==> src/rtl/dct2d_sequencer.sv <==
// Control sequencer for a row/column 2D DCT built around a single 1D core and
// a transpose memory: loads a block, runs N row lines, then N column lines.
module dct2d_sequencer #(
  parameter int N     = 8,
  parameter int LOG2N = 3,
  parameter int AW    = 2*LOG2N
) (
  input  logic          clk,
  input  logic          rst,
  input  logic          i_start,
  input  logic          i_abort,
  input  logic          i_core_done,
  output logic          o_core_start,
  output logic [AW-1:0] o_mem_addr,
  output logic          o_mem_rd,
  output logic          o_mem_wr,
  output logic          o_wr_sel_ext,
  output logic [N-1:0]  o_ld_in,
  output logic [N-1:0]  o_ld_out,
  output logic          o_pass,
  output logic          o_busy,
  output logic          o_done
);

  typedef enum logic [2:0] {
    S_IDLE, S_LOAD, S_RD, S_START, S_WAIT, S_WR, S_DONE
  } state_t;

  localparam logic [LOG2N-1:0] LAST = LOG2N'(N-1);

  state_t               r_state, w_next;
  logic [LOG2N-1:0]     r_elem, r_line;
  logic                 r_pass;
  logic                 w_elem_last, w_line_last;
  logic [2*LOG2N-1:0]   w_lin;
  logic [AW-1:0]        w_addr_rw;
  logic [N-1:0]         w_onehot;

  assign w_elem_last = (r_elem == LAST);
  assign w_line_last = (r_line == LAST);
  assign w_lin       = {r_line, r_elem};
  // Column pass walks the same memory with line/elem swapped: the transpose.
  assign w_addr_rw   = r_pass ? AW'({r_elem, r_line}) : AW'(w_lin);
  assign w_onehot    = N'(1) << r_elem;

  always_ff @(posedge clk or posedge rst) begin
    if (rst) r_state <= S_IDLE;
    else     r_state <= w_next;
  end

  always_comb begin
    w_next = r_state;
    case (r_state)
      S_IDLE:  if (i_start) w_next = S_LOAD;
      S_LOAD:  if (w_line_last && w_elem_last) w_next = S_RD;
      S_RD:    if (w_elem_last) w_next = S_START;
      S_START: w_next = S_WAIT;
      S_WAIT:  if (i_core_done) w_next = S_WR;
      S_WR:    if (w_elem_last) w_next = (w_line_last && r_pass) ? S_DONE : S_RD;
      S_DONE:  w_next = S_IDLE;
      default: w_next = S_IDLE;
    endcase
    if (i_abort && r_state != S_IDLE) w_next = S_IDLE;
  end

  // Counters return to zero whenever the FSM heads for IDLE (abort, finish).
  always_ff @(posedge clk or posedge rst) begin
    if (rst) begin
      r_elem <= '0;
      r_line <= '0;
      r_pass <= 1'b0;
    end else if (w_next == S_IDLE) begin
      r_elem <= '0;
      r_line <= '0;
      r_pass <= 1'b0;
    end else begin
      case (r_state)
        S_LOAD: {r_line, r_elem} <= w_lin + 1'b1;
        S_RD:   r_elem <= r_elem + 1'b1;
        S_WR: begin
          r_elem <= r_elem + 1'b1;
          if (w_elem_last) begin
            r_line <= r_line + 1'b1;
            if (w_line_last) r_pass <= 1'b1;
          end
        end
        default: ;
      endcase
    end
  end

  always_comb begin
    o_core_start = 1'b0;
    o_mem_addr   = '0;
    o_mem_rd     = 1'b0;
    o_mem_wr     = 1'b0;
    o_wr_sel_ext = 1'b0;
    o_ld_in      = '0;
    o_ld_out     = '0;
    o_done       = 1'b0;
    o_busy       = (r_state != S_IDLE);
    o_pass       = r_pass;
    case (r_state)
      S_LOAD: begin
        o_mem_wr     = 1'b1;
        o_wr_sel_ext = 1'b1;
        o_mem_addr   = AW'(w_lin);
      end
      S_RD: begin
        o_mem_rd   = 1'b1;
        o_ld_in    = w_onehot;
        o_mem_addr = w_addr_rw;
      end
      S_START: o_core_start = 1'b1;
      S_WR: begin
        o_mem_wr   = 1'b1;
        o_ld_out   = w_onehot;
        o_mem_addr = w_addr_rw;
      end
      S_DONE:  o_done = 1'b1;
      default: ;
    endcase
  end

endmodule

==> config.mk <==
export PLATFORM = sky130hd
export DESIGN_NAME = dct2d_sequencer
export DESIGN_NICKNAME = d
export VERILOG_FILES = /design/src/rtl/dct2d_sequencer.sv
export SDC_FILE = /design/constraint.sdc
export NUM_CORES = 1
export LEC_CHECK = 0
export ABC_AREA = 1
export CAP_MARGIN = 10
export CORE_UTILIZATION = 40
export CTS_CLUSTER_DIAMETER = 80
export CTS_CLUSTER_SIZE = 30
export DETAILED_ROUTE_END_ITERATION = 7
export HOLD_SLACK_MARGIN = 0.1
export MAX_ROUTING_LAYER = met4
export PLACE_DENSITY = 0.72
export SLEW_MARGIN = 0
export SYNTH_ARGS = -nofsm -noshare
export SYNTH_HDL_FRONTEND = slang
export SYNTH_SLANG_ARGS = --single-unit
==> constraint.sdc <==
create_clock -name clk -period 2.6 [get_ports clk]
set_input_delay 0.26 -clock clk [delete_from_list [all_inputs] [get_ports clk]]
set_output_delay 0.26 -clock clk [all_outputs]
set_load 0.02 [all_outputs]
After elaboration in Yosys (flattened, before gate mapping). Cells that the tools add are included.

Bits in registers: 10. Bits of input ports: 5.

Add/subtract/negate cells: 3. Eq/ne operators: 9. Shift-type cells: 1. Multiplexer cells: 26. Reduce and logical (&&, ||, !) cells: 15.

Operators with widths (number): 3-bit two-way mux (10); 3-bit one-hot mux with 6 select lines (1); 8-bit two-way mux (2); 3-bit == test (second input constant) (5); 3-bit one-hot mux with 2 select lines (2); 6-bit one-hot mux with 2 select lines (1); 1-bit two-way mux (9); 3-bit nonzero test (3); 1-bit by 3-bit << shifter with 8-bit output (first input constant) (1); 3-bit by 1-bit adder with 3-bit output (second input constant) (2); 6-bit by 1-bit adder with 6-bit output (second input constant) (1); 3-bit by 2-bit == test with 1-bit output (second input constant) (2); 3-bit logical NOT (2); 6-bit two-way mux (1); 2-bit nonzero test (3); 2-bit OR reduction (2); 3-bit by 1-bit == test with 1-bit output (second input constant) (1); 1-bit logical AND (3); 3-bit != test (second input constant) (1); 3-bit AND reduction (1); 2-bit AND reduction (1).

Longest topological paths before layout.
Depth in word-level cells: 9. Mapped depth: 10. Depth with buffers taken out: 10.

Least setup slack after synthesis. OpenSTA, ideal clock, no wires.

Kind: register to output. Start point: register r_state[0]. End point: output port o_mem_addr[0]. Arrival time: 1.402 ns. Required time: 2.340 ns. Path slack: 0.938 ns. Stages on the path, launching flop included: 5. Buffers on the path: 0. Cell sequence: dfrtp_1 inv_2 nor2_2 nand2_1 o21ai_0.

Word-level cells in the longest chain between the ends: 3. Elaborated cells between the ends (all ways): 5. Those cells by class: eq/ne: 3; mux: 1; reduce/logical: 1.

RTL lines: from (decl) (RTL line 31) `state_t r_state, w_next;`; from (signal assigned) (RTL line 48) `else r_state <= w_next;`; 3-bit == test or 3-bit by 2-bit == test with 1-bit output (tied branches) (RTL line 103) `case (r_state)`; 2-bit OR reduction (no line); 6-bit one-hot mux with 2 select lines (*) (RTL line 103); to (decl) (RTL line 14) `output logic [AW-1:0] o_mem_addr,`.

Mark *: on every way between the ends. The rest lies on a longest branch, timed or not.

Worst setup path in the final report.
Start point: register r_state[1]. End point: output port o_mem_addr[1].

The elaborated chain is that of the path after synthesis.

==> impl_metrics.py <==
metrics = {
    "global_routing": {
        "antenna_found_initial": 0,
        "grt_pass1_wl_um": 4070,
        "grt_max_degree": 16,
        "grt_pass1_vias": 967,
        "grt_use_total_pct": 19.7,
        "grt_overflow": 0,
    },
    "clocking": {
        "cts_tree": "done",
        "cts_resized": 0,
        "cts_buffers": 3,
        "clock-sinks": 10,
        "clk_pin_slew_worst_paths_ns": 0.06,
        "cts_buffer_depth": 2,
        "ctsHoldBuffers": 0,
        "clockRootBuffer": "clkbuf_4",
        "cts_max_level": 1,
        "worstSkewPairLatency_ns": 0.25,
        "cts_setup_buffers": 0,
    },
    "setup_path": {
        "crit_family": "buffers and inverters",
        "worst-r2r-setup-slack_ns": 0.79,
        "crit_type": "reg -> out",
        "cp-start-kind": "flop",
        "cpPeakStageDelay_ns": 0.63,
        "worst-path-max-fanout": 13,
        "path_cells": "inv_1 > nand2_2 > nor2_4 > inv_2 > nand2_2 > o211ai_1 > o21ai_0 > clkdlybuf4s50_1",
        "slowest_stage": "clkdlybuf4s50_1",
        "reg2reg_from": "r_elem[1]$_DFFE_PP0P_",
        "r2r_end": "r_line[1]$_DFFE_PP0P_",
        "critPathArrivalTime_ns": 2.16,
        "crit_required_ns": 2.34,
        "crit_buf_inv": 3,
        "cp-end-kind": "primary output",
        "crit_top_cell": "nand2_2",
        "rr_worst_depth": 9,
    },
    "sta": {
        "whs_ns": 0.263,
        "max_slew_margin_pct": 72.6,
        "rsz0062_at_grt": "false",
        "skew_ns": 0.00373,
        "finalHoldViolations": 0,
        "post-route-min-period_ns": 2.42,
        "fmax_ghz": 0.413,
        "period_share_pct": 93.0,
        "tns_ns": 0,
        "setup_viol": 0,
        "tightestPinTransition_ns": 0.411,
        "drv_slew": 0,
    },
    "finish": {
        "syn_to_final_growth_pct": 39.4,
        "drive_gt1_share_pct": 8.47,
        "diodes": 0,
        "final_cells": 217,
        "final_common_cell": "clkdlybuf4s50_1",
        "nets": 204,
        "final_cell_mix": "33 x clkdlybuf4s50_1, 32 x nand2_1, 23 x inv_1, 20 x nor2_1, 13 x nor3_1",
        "finalInstanceArea_mm2": 0.00139,
    },
    "placed_design": {
        "dp_hpwl_um": 1890,
        "place_congestion": 0.872,
        "placed_area_mm2": 0.00135,
        "io_buffers": 33,
        "dp_cells": 213,
    },
    "detailed_routing": {
        "wire_per_inst_um": 10.5,
        "drc_errors": 0,
        "antenna_left": 0,
        "drtIter0Drc": 21,
        "viasPerCell": 4.88,
        "drtPass1Iterations": 4,
        "wirelength_um": 2290,
        "vias": 1058,
    },
    "die": {
        "core_mm2": 0.00228,
        "rows": 17,
        "initial_core_util_pct": 43.8,
        "die_h_um": 51.9,
        "die_area_mm2": 0.00270,
        "io_pins": 34,
        "fp.dieW_um": 51.9,
    },
    "job": {
        "cap_viol_max_count": 0,
    },
    "yosys": {
        "synth-seq-area-share_pct": 25.1,
        "ys.warnings.count": 0,
        "syn-instance-count": 154,
        "synth.avg_cell_area_um2": 6.48,
        "synth_area_leaders": "dfrtp_1 25%, nand2_1 12%, ha_1 11%",
        "syn_area_um2": 997,
        "ys_seq_elements": 10,
        "yosys.area.top_type_share_pct": 25.1,
        "syn-num-nets": 168,
        "yosysTopAreaCell": "dfrtp_1",
        "yosysUniqueCellTypes": 22,
    },
    "min_path": {
        "hold_path_class": "in -> async",
    },
    "run_status": {
        "status": "finished, final reports clean",
    },
    "power": {
        "p_seq_share_pct": 27.4,
        "power_frac_comb_pct": 55.6,
        "p_sw_uw": 362,
        "cellPowerDensity_mw_per_mm2": 557,
        "ir_drop_mv": 0.405,
        "cellLeakagePower_nw": 0.649,
        "clkPwrFrac_pct": 17.1,
        "p_int_uw": 412,
        "p_sw_share_pct": 46.8,
    },
}
==> how the worst max path moves through the flow <==
stage | to | cells past startpoint | startpoint | slack [ns]
2_1_floorplan | o_mem_addr[0] | 4 | r_state[0]$_DFF_PP0_ | 0.94
3_3_place_gp | o_mem_addr[1] | 8 | r_state[1]$_DFF_PP0_ | 0.46
3_5_place_dp | o_mem_addr[1] | 8 | r_state[1]$_DFF_PP0_ | 0.46
4_1_cts | o_mem_addr[1] | 8 | r_state[1]$_DFF_PP0_ | 0.17
5_1_grt | o_mem_addr[2] | 8 | r_state[1]$_DFF_PP0_ | 0.008
6_report | o_mem_addr[1] | 8 | r_state[1]$_DFF_PP0_ | 0.18
==> cells by family (layout without fill, tap and decap cells) <==
logic type	after synthesis	count (layout)	share of synthesized area, %
AND/OR/NAND/NOR	82	82	37.1
buffers and inverters	31	66	12.5
AO/OA/AOI/OAI	19	19	11.3
flip-flops	10	10	25.1
adder cells (fa/ha/maj)	9	9	11.3
XOR/XNOR	3	3	2.64
==> cells in the mapped netlist <==
library cell / number
buf_4: 2
clkbuf_1: 1
inv_2: 3
buf_2: 1
ha_1: 9
clkinv_1: 1
nor2_4: 3
nand2_1: 32
o21ai_0: 10
dfrtp_1: 10
o211ai_1: 5
xor2_1: 3
a21oi_2: 1
inv_1: 23
nand2_2: 2
nand4_1: 2
nor3_1: 13
nor2_2: 1
nor2_1: 20
a31oi_1: 1
a21oi_1: 2
nand3_1: 9
==> flip-flops by register name, indices dropped and copies added (netlist names) <==
name     cells
o_pass       1
r_elem       3
r_line       3
r_state      3
==> layout make-up <==
| cell class | count | area [um2] |
|---|---|---|
| timing repair buffer | 35 | 345 |
| fill | 220 | 886 |
| clock buffer | 4 | 36.3 |
| inverter | 27 | 101 |
| tap | 28 | 35.0 |
| multi-input combinational | 113 | 622 |
| sequential | 10 | 250 |
==> power groups by stage <==
stage | Sequential, mW | Combinational (mW) | Clock (mW)
2_1_floorplan | 0.205 | 0.297 | 0
3_3_place_gp | 0.213 | 0.429 | 0
3_5_place_dp | 0.214 | 0.434 | 0
4_1_cts | 0.211 | 0.436 | 0.136
5_1_grt | 0.215 | 0.486 | 0.140
6_report | 0.212 | 0.430 | 0.132
==> metrics by stage <==
step / setup slack [ns] / power, mW / utilization [%]
6_report: 0.181 / 0.774 / 61.1
5_1_grt: 0.00780 / 0.841 / 61.1
4_1_cts: 0.173 / 0.784 / 61.1
3_5_place_dp: 0.458 / 0.649 / 59.5
3_3_place_gp: 0.464 / 0.642 / 59.5
2_1_floorplan: 0.938 / 0.502 / -
==> per-layer routing <==
metal	wire, um	part of all wire, %	GRT usage (%)	up-vias
li1	-	-	-	559
met1	1100	48	26.0	468
met2	1070	47	33.8	31
met3	117	5.1	1.46	0
met4	0	0	2.70	0
met5	0	0	-	-
Note: power is estimated with default switching activity, not from simulation.
